==> config.mk <==
export PLATFORM = sky130hd
export DESIGN_NAME = apb_master_mslave
export DESIGN_NICKNAME = d
export VERILOG_FILES = /design/src/rtl/apb_pkg.sv /design/src/rtl/apb_addr_decode.sv /design/src/rtl/apb_master_mslave.sv
export SDC_FILE = /design/constraint.sdc
export NUM_CORES = 1
export LEC_CHECK = 0
export ABC_AREA = 1
export CORE_AREA = 2 2 73 75
export CTS_CLUSTER_SIZE = 16
export DETAILED_ROUTE_END_ITERATION = 10
export DIE_AREA = 0 0 75 77
export PLACE_DENSITY = 0.76
export SKIP_CTS_REPAIR_TIMING = 1
export SLEW_MARGIN = 20
export SYNTH_ARGS = -nofsm -noshare
export SYNTH_HDL_FRONTEND = slang
export SYNTH_SLANG_ARGS = --single-unit
==> constraint.sdc <==
create_clock -name pclk -period 4.1 [get_ports pclk]
set_clock_uncertainty 0.15 [all_clocks]
set_input_delay 0.41 -clock pclk [delete_from_list [all_inputs] [get_ports pclk]]
set_output_delay 0.41 -clock pclk [all_outputs]
set_load 0.02 [all_outputs]
==> src/rtl/apb_pkg.sv <==
// Shared types and defaults for the multi-slave APB master.
// Holds the FSM state type, default parameter values and the select-width helper.
package apb_pkg;

    typedef enum logic [1:0] {
        APB_IDLE,
        APB_SETUP,
        APB_ACCESS
    } apb_state_e;

    localparam int unsigned DefAddrW     = 8;
    localparam int unsigned DefDataW     = 8;
    localparam int unsigned DefNumSlaves = 4;
    localparam int unsigned DefTimeout   = 16;

    // A single slave still needs one select bit to slice the address.
    function automatic int unsigned sel_width(input int unsigned n);
        return (n > 1) ? $clog2(n) : 1;
    endfunction

endpackage

==> src/rtl/apb_addr_decode.sv <==
// Combinational address decoder: the top address bits select one slave.
// An index beyond the slave count gives no select and valid low.
module apb_addr_decode import apb_pkg::*; #(
    parameter int unsigned ADDR_W     = DefAddrW,
    parameter int unsigned NUM_SLAVES = DefNumSlaves
) (
    input  logic [ADDR_W-1:0]     addr,
    output logic [NUM_SLAVES-1:0] sel,
    output logic                  valid
);

    localparam int unsigned SelW = sel_width(NUM_SLAVES);

    logic [SelW-1:0] idx;

    assign idx = addr[ADDR_W-1 -: SelW];

    always_comb begin
        valid = (32'(idx) < NUM_SLAVES);
        sel   = '0;
        for (int unsigned i = 0; i < NUM_SLAVES; i++) begin
            sel[i] = valid && (32'(idx) == i);
        end
    end

endmodule

==> src/rtl/apb_master_mslave.sv <==
// APB master for NUM_SLAVES slaves with wait states, slave error, decode error,
// access timeout and back-to-back transfers.
module apb_master_mslave import apb_pkg::*; #(
    parameter int unsigned ADDR_W     = DefAddrW,
    parameter int unsigned DATA_W     = DefDataW,
    parameter int unsigned NUM_SLAVES = DefNumSlaves,
    parameter int unsigned TIMEOUT    = DefTimeout
) (
    input  logic                         pclk,
    input  logic                         preset,
    input  logic                         transfer,
    input  logic                         mpwrite,
    input  logic [ADDR_W-1:0]            apb_write_paddr,
    input  logic [DATA_W-1:0]            apb_write_data,
    input  logic [ADDR_W-1:0]            apb_read_paddr,
    output logic [DATA_W-1:0]            apb_read_data_out,
    output logic                         busy,
    output logic                         done,
    output logic                         error,
    output logic [ADDR_W-1:0]            paddr,
    output logic                         pwrite,
    output logic [DATA_W-1:0]            pwdata,
    output logic [NUM_SLAVES-1:0]        psel,
    output logic                         penable,
    input  logic [NUM_SLAVES*DATA_W-1:0] prdata,
    input  logic [NUM_SLAVES-1:0]        pready,
    input  logic [NUM_SLAVES-1:0]        pslverr
);

    localparam int unsigned     CntW    = $clog2(TIMEOUT + 1);
    localparam logic [CntW-1:0] CntLast = CntW'(TIMEOUT - 1);
    localparam logic [CntW-1:0] CntMax  = CntW'(TIMEOUT);

    apb_state_e            state_q, state_d;
    logic [ADDR_W-1:0]     addr_q, addr_d;
    logic                  write_q, write_d;
    logic [DATA_W-1:0]     wdata_q, wdata_d;
    logic [NUM_SLAVES-1:0] sel_q, sel_d;
    logic [CntW-1:0]       cnt_q, cnt_d;
    logic [DATA_W-1:0]     rdata_q, rdata_d;
    logic                  done_q, done_d;
    logic                  error_q, error_d;

    logic [ADDR_W-1:0]     cmd_addr;
    logic [NUM_SLAVES-1:0] cmd_sel;
    logic                  cmd_valid;
    logic                  pready_sel;
    logic                  pslverr_sel;
    logic [DATA_W-1:0]     prdata_sel;
    logic                  accept;
    logic                  complete;

    assign cmd_addr = mpwrite ? apb_write_paddr : apb_read_paddr;

    apb_addr_decode #(
        .ADDR_W     (ADDR_W),
        .NUM_SLAVES (NUM_SLAVES)
    ) u_decode (
        .addr  (cmd_addr),
        .sel   (cmd_sel),
        .valid (cmd_valid)
    );

    assign pready_sel  = |(pready & sel_q);
    assign pslverr_sel = |(pslverr & sel_q);

    always_comb begin
        prdata_sel = '0;
        for (int unsigned i = 0; i < NUM_SLAVES; i++) begin
            if (sel_q[i]) begin
                prdata_sel = prdata[i*DATA_W +: DATA_W];
            end
        end
    end

    always_comb begin
        state_d  = state_q;
        addr_d   = addr_q;
        write_d  = write_q;
        wdata_d  = wdata_q;
        sel_d    = sel_q;
        cnt_d    = cnt_q;
        rdata_d  = rdata_q;
        done_d   = 1'b0;
        error_d  = 1'b0;
        accept   = 1'b0;
        complete = 1'b0;

        unique case (state_q)
            APB_IDLE: begin
                if (transfer) begin
                    if (cmd_valid) begin
                        accept = 1'b1;
                    end else begin
                        done_d  = 1'b1;
                        error_d = 1'b1;
                    end
                end
            end
            APB_SETUP: begin
                state_d = APB_ACCESS;
                cnt_d   = '0;
            end
            APB_ACCESS: begin
                if (pready_sel) begin
                    complete = 1'b1;
                    done_d   = 1'b1;
                    error_d  = pslverr_sel;
                    if (!write_q) begin
                        rdata_d = prdata_sel;
                    end
                end else if (cnt_q >= CntLast) begin
                    complete = 1'b1;
                    done_d   = 1'b1;
                    error_d  = 1'b1;
                end else if (cnt_q != CntMax) begin
                    cnt_d = cnt_q + 1'b1;
                end
                // An undecodable follow-on command is left for IDLE so its error
                // done does not collide with this completion's done.
                if (complete) begin
                    if (transfer && cmd_valid) begin
                        accept = 1'b1;
                    end else begin
                        state_d = APB_IDLE;
                    end
                end
            end
            default: state_d = APB_IDLE;
        endcase

        if (accept) begin
            state_d = APB_SETUP;
            write_d = mpwrite;
            addr_d  = cmd_addr;
            wdata_d = apb_write_data;
            sel_d   = cmd_sel;
        end
    end

    always_ff @(posedge pclk) begin
        if (preset) begin
            state_q <= APB_IDLE;
            addr_q  <= '0;
            write_q <= 1'b0;
            wdata_q <= '0;
            sel_q   <= '0;
            cnt_q   <= '0;
            rdata_q <= '0;
            done_q  <= 1'b0;
            error_q <= 1'b0;
        end else begin
            state_q <= state_d;
            addr_q  <= addr_d;
            write_q <= write_d;
            wdata_q <= wdata_d;
            sel_q   <= sel_d;
            cnt_q   <= cnt_d;
            rdata_q <= rdata_d;
            done_q  <= done_d;
            error_q <= error_d;
        end
    end

    assign paddr             = addr_q;
    assign pwrite            = write_q;
    assign pwdata            = wdata_q;
    assign psel              = (state_q == APB_IDLE) ? '0 : sel_q;
    assign penable           = (state_q == APB_ACCESS);
    assign busy              = (state_q != APB_IDLE);
    assign done              = done_q;
    assign error             = error_q;
    assign apb_read_data_out = rdata_q;

endmodule
Word level (Yosys, flattened, before mapping)
Cells that the tools add are included.

Register bits after elaboration: 38. Input port bits: 68. Output and inout bits: 33.

Add/subtract/negate cells: 1. $lt $le $gt $ge: 1. Eq/ne operators: 14. Mux-type cells: 21. Bitwise logic cells: 5. Reductions and logical operators: 12.

Operator list (count): 8-bit two-way mux (5); 5-bit two-way mux (3); 5-bit one-hot mux with 2 select lines (1); 3-bit AND reduction (3); 4-bit AND (2); 2-bit inequality test, second input constant (4); 4-bit OR reduction (2); 1-bit two-way mux (7); 2-bit equality test, second input constant (3); 2-bit one-hot mux with 3 select lines (1); 5-bit by 1-bit adder with 5-bit output, second input constant (1); 5-bit by 4-bit >= comparator with 1-bit output, second input constant (1); 5-bit inequality test, second input constant (1); 2-bit by 1-bit equality test with 1-bit output, second input constant (2); 2-bit logical NOT (2); 2-bit two-way mux (2); 4-bit two-way mux (1); 2-bit by 1-bit inequality test with 1-bit output, second input constant (2); 4-bit AND reduction (1); 2-bit nonzero test (2); 2-bit OR reduction (2); 3-bit by 1-bit inequality test with 1-bit output, second input constant (1); 3-bit by 2-bit inequality test with 1-bit output, second input constant (1); 1-bit NOT (3); 1-bit one-hot mux with 2 select lines (1).

Longest topological paths before layout
Depth after elaboration: 8. Depth in mapped cells: 11. Depth with buffers taken out: 10.

Cells and area by module
A second synthesis with hierarchy kept.

Cells, all modules: 302. Area, all modules: 2088.3 um2.

By module, submodules not included: apb_master_mslave (times used 1, cells an instance 293, area an instance 2050.7 um2); apb_addr_decode (times used 1, cells an instance 9, area an instance 37.5 um2).

Least setup slack after synthesis
OpenSTA, ideal clock, no wires.

Kind: register -> register. Start: register cnt_q[0]. End: register addr_q[6], in the netlist paddr[6]. Library setup time: 0.113 ns. Data arrival time: 1.508 ns. Required time: 3.837 ns. Slack: 2.329 ns. Stages on the path, launching flop included: 12. Path buffers: 1. Period minus slack after synthesis: 1.771 ns. Cell sequence: dfxtp_1 > ha_1 > nand2_1 > nor2_1 > ha_1 > nor2_1 > nand4_2 > nand2_4 > nor2_4 > buf_6 > nand2_1 > nand2_1.

Cells in the longest elaborated chain, start to end: 6.

RTL lines: start, declared (RTL line apb_master_mslave.sv:39) `logic [CntW-1:0] cnt_q, cnt_d;`; start signal, assigned (RTL line apb_master_mslave.sv:158) `cnt_q <= cnt_d;`; 5-bit by 4-bit >= comparator with 1-bit output (RTL line apb_master_mslave.sv:112) `end else if (cnt_q >= CntLast) begin`; 1-bit two-way mux (RTL line apb_master_mslave.sv:112); 1-bit two-way mux (RTL line apb_master_mslave.sv:105) `if (pready_sel) begin`; 1-bit two-way mux (RTL line apb_master_mslave.sv:89) `unique case (state_q)`; 1-bit two-way mux (RTL line apb_master_mslave.sv:121) `if (complete) begin`; 1-bit one-hot mux with 2 select lines (RTL line apb_master_mslave.sv:89); end signal, assigned (RTL line apb_master_mslave.sv:154) `addr_q <= addr_d;`; end, declared (RTL line apb_master_mslave.sv:35) `logic [ADDR_W-1:0] addr_q, addr_d;`.

Every way passes these cells. The select of a mux whose other input is x is not followed. A chain may end at the register's enable or synchronous reset.

Worst setup path after layout
Start: register sel_q[2]. End: output port psel[2].

Cells in the longest elaborated chain, start to end: 1.

RTL lines: start, declared (RTL line apb_master_mslave.sv:38) `logic [NUM_SLAVES-1:0] sel_q, sel_d;`; start signal, assigned (RTL line apb_master_mslave.sv:157) `sel_q <= sel_d;`; 4-bit two-way mux (RTL line apb_master_mslave.sv:168) `assign psel = (state_q == APB_IDLE) ? '0 : sel_q;`; end, declared (RTL line apb_master_mslave.sv:23) `output logic [NUM_SLAVES-1:0] psel,`.

Every way passes these cells.

==> flow_summary_export.csv <==
group,metric,value,unit
outcome,run_status,"finished clean",
power,p_sw,240,uW
clock_network,numClockSinks,38,
power,pwr-share-comb,22.0,%
power,leakage_power_total,0.00131,uW
yosys,async_flop_share,0,%
critical_path,timing.setup.critical_path_class,"register to output port",
clock_network,clock_insertion_delay_worst_skew,0.29,ns
routing,route.detailed.drc,0,
placement,place.detailed.hpwl,4.05,mm
sta,final_critical_path_setup_slack,1.49,ns
yosys,synth_top_cells_by_area,"sky130_fd_sc_hd__dfxtp_1, sky130_fd_sc_hd__nand2_1, sky130_fd_sc_hd__nand3_1",
yosys,post_synth_instance_area,1920,um2
yosys,register_area_share_after_synthesis,39.6,%
yosys,net_count_after_synthesis,352,
yosys,synth_enable_flop_cells,0,
clock_network,tritoncts,"done",
yosys,synthesis.area_per_instance,6.84,um2
yosys,yosys-top-cells-count,"sky130_fd_sc_hd__nand2_1, sky130_fd_sc_hd__dfxtp_1, sky130_fd_sc_hd__nor2_1, sky130_fd_sc_hd__nand3_1, sky130_fd_sc_hd__inv_1",
sta,slew-limit-headroom,58.4,%
sta,fin_setup_tns,0,ns
global_route,antenna_found_initial,0,
power,ir_worst_vdd,0.208,mV
sta,final.min_clock_period,2.61,ns
clock_network,cts.clk_slew.worst_paths,0.07,ns
yosys,yosys.cell_types.count,23,
routing,via_count,2120,
global_route,grt-ovfl-total,0,
die,core-area,4980,um2
cells_and_area,final_layout_size_suffix_gt1_share,5.56,%
cells_and_area,fillers,463,
clock_network,numCtsBuffers,5,
yosys,synth.largest_area_cell,"sky130_fd_sc_hd__dfxtp_1",
die,initial_utilization,38.6,%
critical_path,crit_path_start_kind,"register",
clock_network,cts_root_buf,"sky130_fd_sc_hd__clkbuf_8",
die,boundaryPins,101,
yosys,postSynth.topFlopCell,"sky130_fd_sc_hd__dfxtp_1",
routing,totalWireLength,5.46,mm
routing,dr.pass1.iters,4,
yosys,synthMostInstantiatedCell,"sky130_fd_sc_hd__nand2_1",
critical_path,largest_fanout_of_any_net_on_the_critical_path,12,
sta,setup_repair_after_global_routing_missed_its_margin,"no",
die,placement_rows,26,
power,p_seq_share,43.2,%
cells_and_area,area_delta_synth_final,59.7,%
cells_and_area,antennaDiodeCount,0,
clock_network,ctsLongestPathBuffers,2,
sta,finalHoldViolations,0,
global_route,pin_count_of_the_biggest_net_entering_global_routing,28,
routing,ant_nets,0,
routing,via_per_inst,4.73,
yosys,ys_seq_elements,38,
critical_path,worstSetupEndpointType,"output port",
min_path,hp-class,"register to register",
sta,worst-slew-pin-transition,0.621,ns
critical_path,cp.arrival,2.05,ns
routing,drt_iter0_drc,61,
power,cell_internal_pwr,693,uW
sta,slew_viol_final,0,
sta,finalCritPeriodShare,63.6,%
clock_network,cts.htree.levels,2,
yosys,synth_top_area_share,39.6,%
placement,finalWeightedCongestion,0.830,
power,clockPowerShare,34.8,%
critical_path,worstPathRequired,3.54,ns
sta,max_freq,0.384,GHz
global_route,grtUsageTotal,19.1,%
routing,detail_route.wl_per_cell,12.2,um
placement,port_buffers,100,
die,die_h,77,um
power,power.share.switching,25.8,%
cells_and_area,nets,449,
placement,place_ws,1.84,ns
die,chipWidth,75,um
power,total_power_density_per_cell_area,304,nW/um2
job,drv.max_cap_violation_count,0,
yosys,synth_warnings,0,
yosys,synthesis.instances,281,
global_route,first_pass_grt_wire_length,8.72,mm
global_route,vias_in_the_first_global_route,1979,
sta,setup_viol_count_final,0,
die,design.die.area,5780,um2
## state kept, by name, indices dropped and copies added (netlist names)
signal / count
state_q: 2
done: 1
cnt_q: 5
pwrite: 1
paddr: 8
apb_read_data_out: 8
pwdata: 8
sel_q: 4
error: 1
## power groups by stage
stage,Clock [uW],Combinational (uW),Sequential (uW)
floorplan,0,82.6,423
global placement,0,205,411
detailed placement,0,206,412
CTS,329,207,403
global route,340,226,406
finish,325,205,403
## worst max-delay path, stage by stage (launching register included)
cell and delay (ns):
sky130_fd_sc_hd__dfxtp_1 0.61, sky130_fd_sc_hd__clkinv_1 0.36, sky130_fd_sc_hd__nor2_1 0.17, sky130_fd_sc_hd__clkdlybuf4s50_1 0.62
## per-layer routing
metal  routed length, um  up-vias  global-route usage, %
li1                    -     1097                      -
met1                2320      928                   23.3
met2                2540       76                   29.9
met3                 423       19                   6.18
met4                 173        0                   8.93
met5                   0        -                      0
## cells in the final DEF (no fill, tap or decap), types with 2 or more instances in the layout
master and n:
sky130_fd_sc_hd__nand2_1 98, sky130_fd_sc_hd__o211ai_1 8, sky130_fd_sc_hd__nor2_4 2, sky130_fd_sc_hd__o21ai_0 3, sky130_fd_sc_hd__clkinv_1 3, sky130_fd_sc_hd__clkdlybuf4s50_1 100, sky130_fd_sc_hd__nand4_1 3, sky130_fd_sc_hd__nand4_2 2
sky130_fd_sc_hd__ha_1 3, sky130_fd_sc_hd__nor2_1 36, sky130_fd_sc_hd__clkbuf_8 6, sky130_fd_sc_hd__a21oi_1 13, sky130_fd_sc_hd__inv_1 17, sky130_fd_sc_hd__mux2_2 6, sky130_fd_sc_hd__nand3_1 33, sky130_fd_sc_hd__dfxtp_1 38
## through the flow
step | power, uW | cells | hold WS, ns | util, % | instance area [um2]
after global routing | 972 | 448 | 0.346 | 61.7 | 3070
final | 934 | 448 | 0.317 | 61.7 | 3070
after detailed placement | 617 | 441 | 0.312 | 59.4 | 2960
after CTS | 939 | 448 | 0.323 | 61.7 | 3070
after floorplan | 506 | 281 | 0.288 | - | 1920
after global placement | 616 | 441 | 0.301 | 59.4 | 2960
## cell type report
type | count | area [um2] | area share (%)
Timing Repair Buffer | 101 | 1010 | 32.8
Tap cell | 70 | 87.6 | 2.85
Inverter | 21 | 78.8 | 2.57
Sequential cell | 38 | 761 | 24.8
Clock buffer | 6 | 82.6 | 2.69
Multi-Input combinational cell | 211 | 1020 | 33.3
Clock inverter | 1 | 30.0 | 0.978
## logic make-up (layout without fill, tap and decap cells)
logic type,Yosys count,in the layout,share of synthesized area [%]
buf+inv,32,129,7.29
fa+ha+maj,3,3,1.95
compound gates,25,25,7.68
simple gates,177,177,40.0
flops,38,38,39.6
mux,6,6,3.51
## worst paths after layout
| kind | depth (start not counted) | start | end | slack, ns |
|---|---|---|---|---|
| max | 3 | sel_q[2] | psel[2] | 1.49 |
| min | 2 | cnt_q[4] | cnt_q[4] | 0.32 |
| max reg2reg | 10 | cnt_q[1] | pwdata[4] | 2.02 |
| min reg2reg | 2 | cnt_q[4] | cnt_q[4] | 0.32 |
Power figures use the tool's default switching activity.
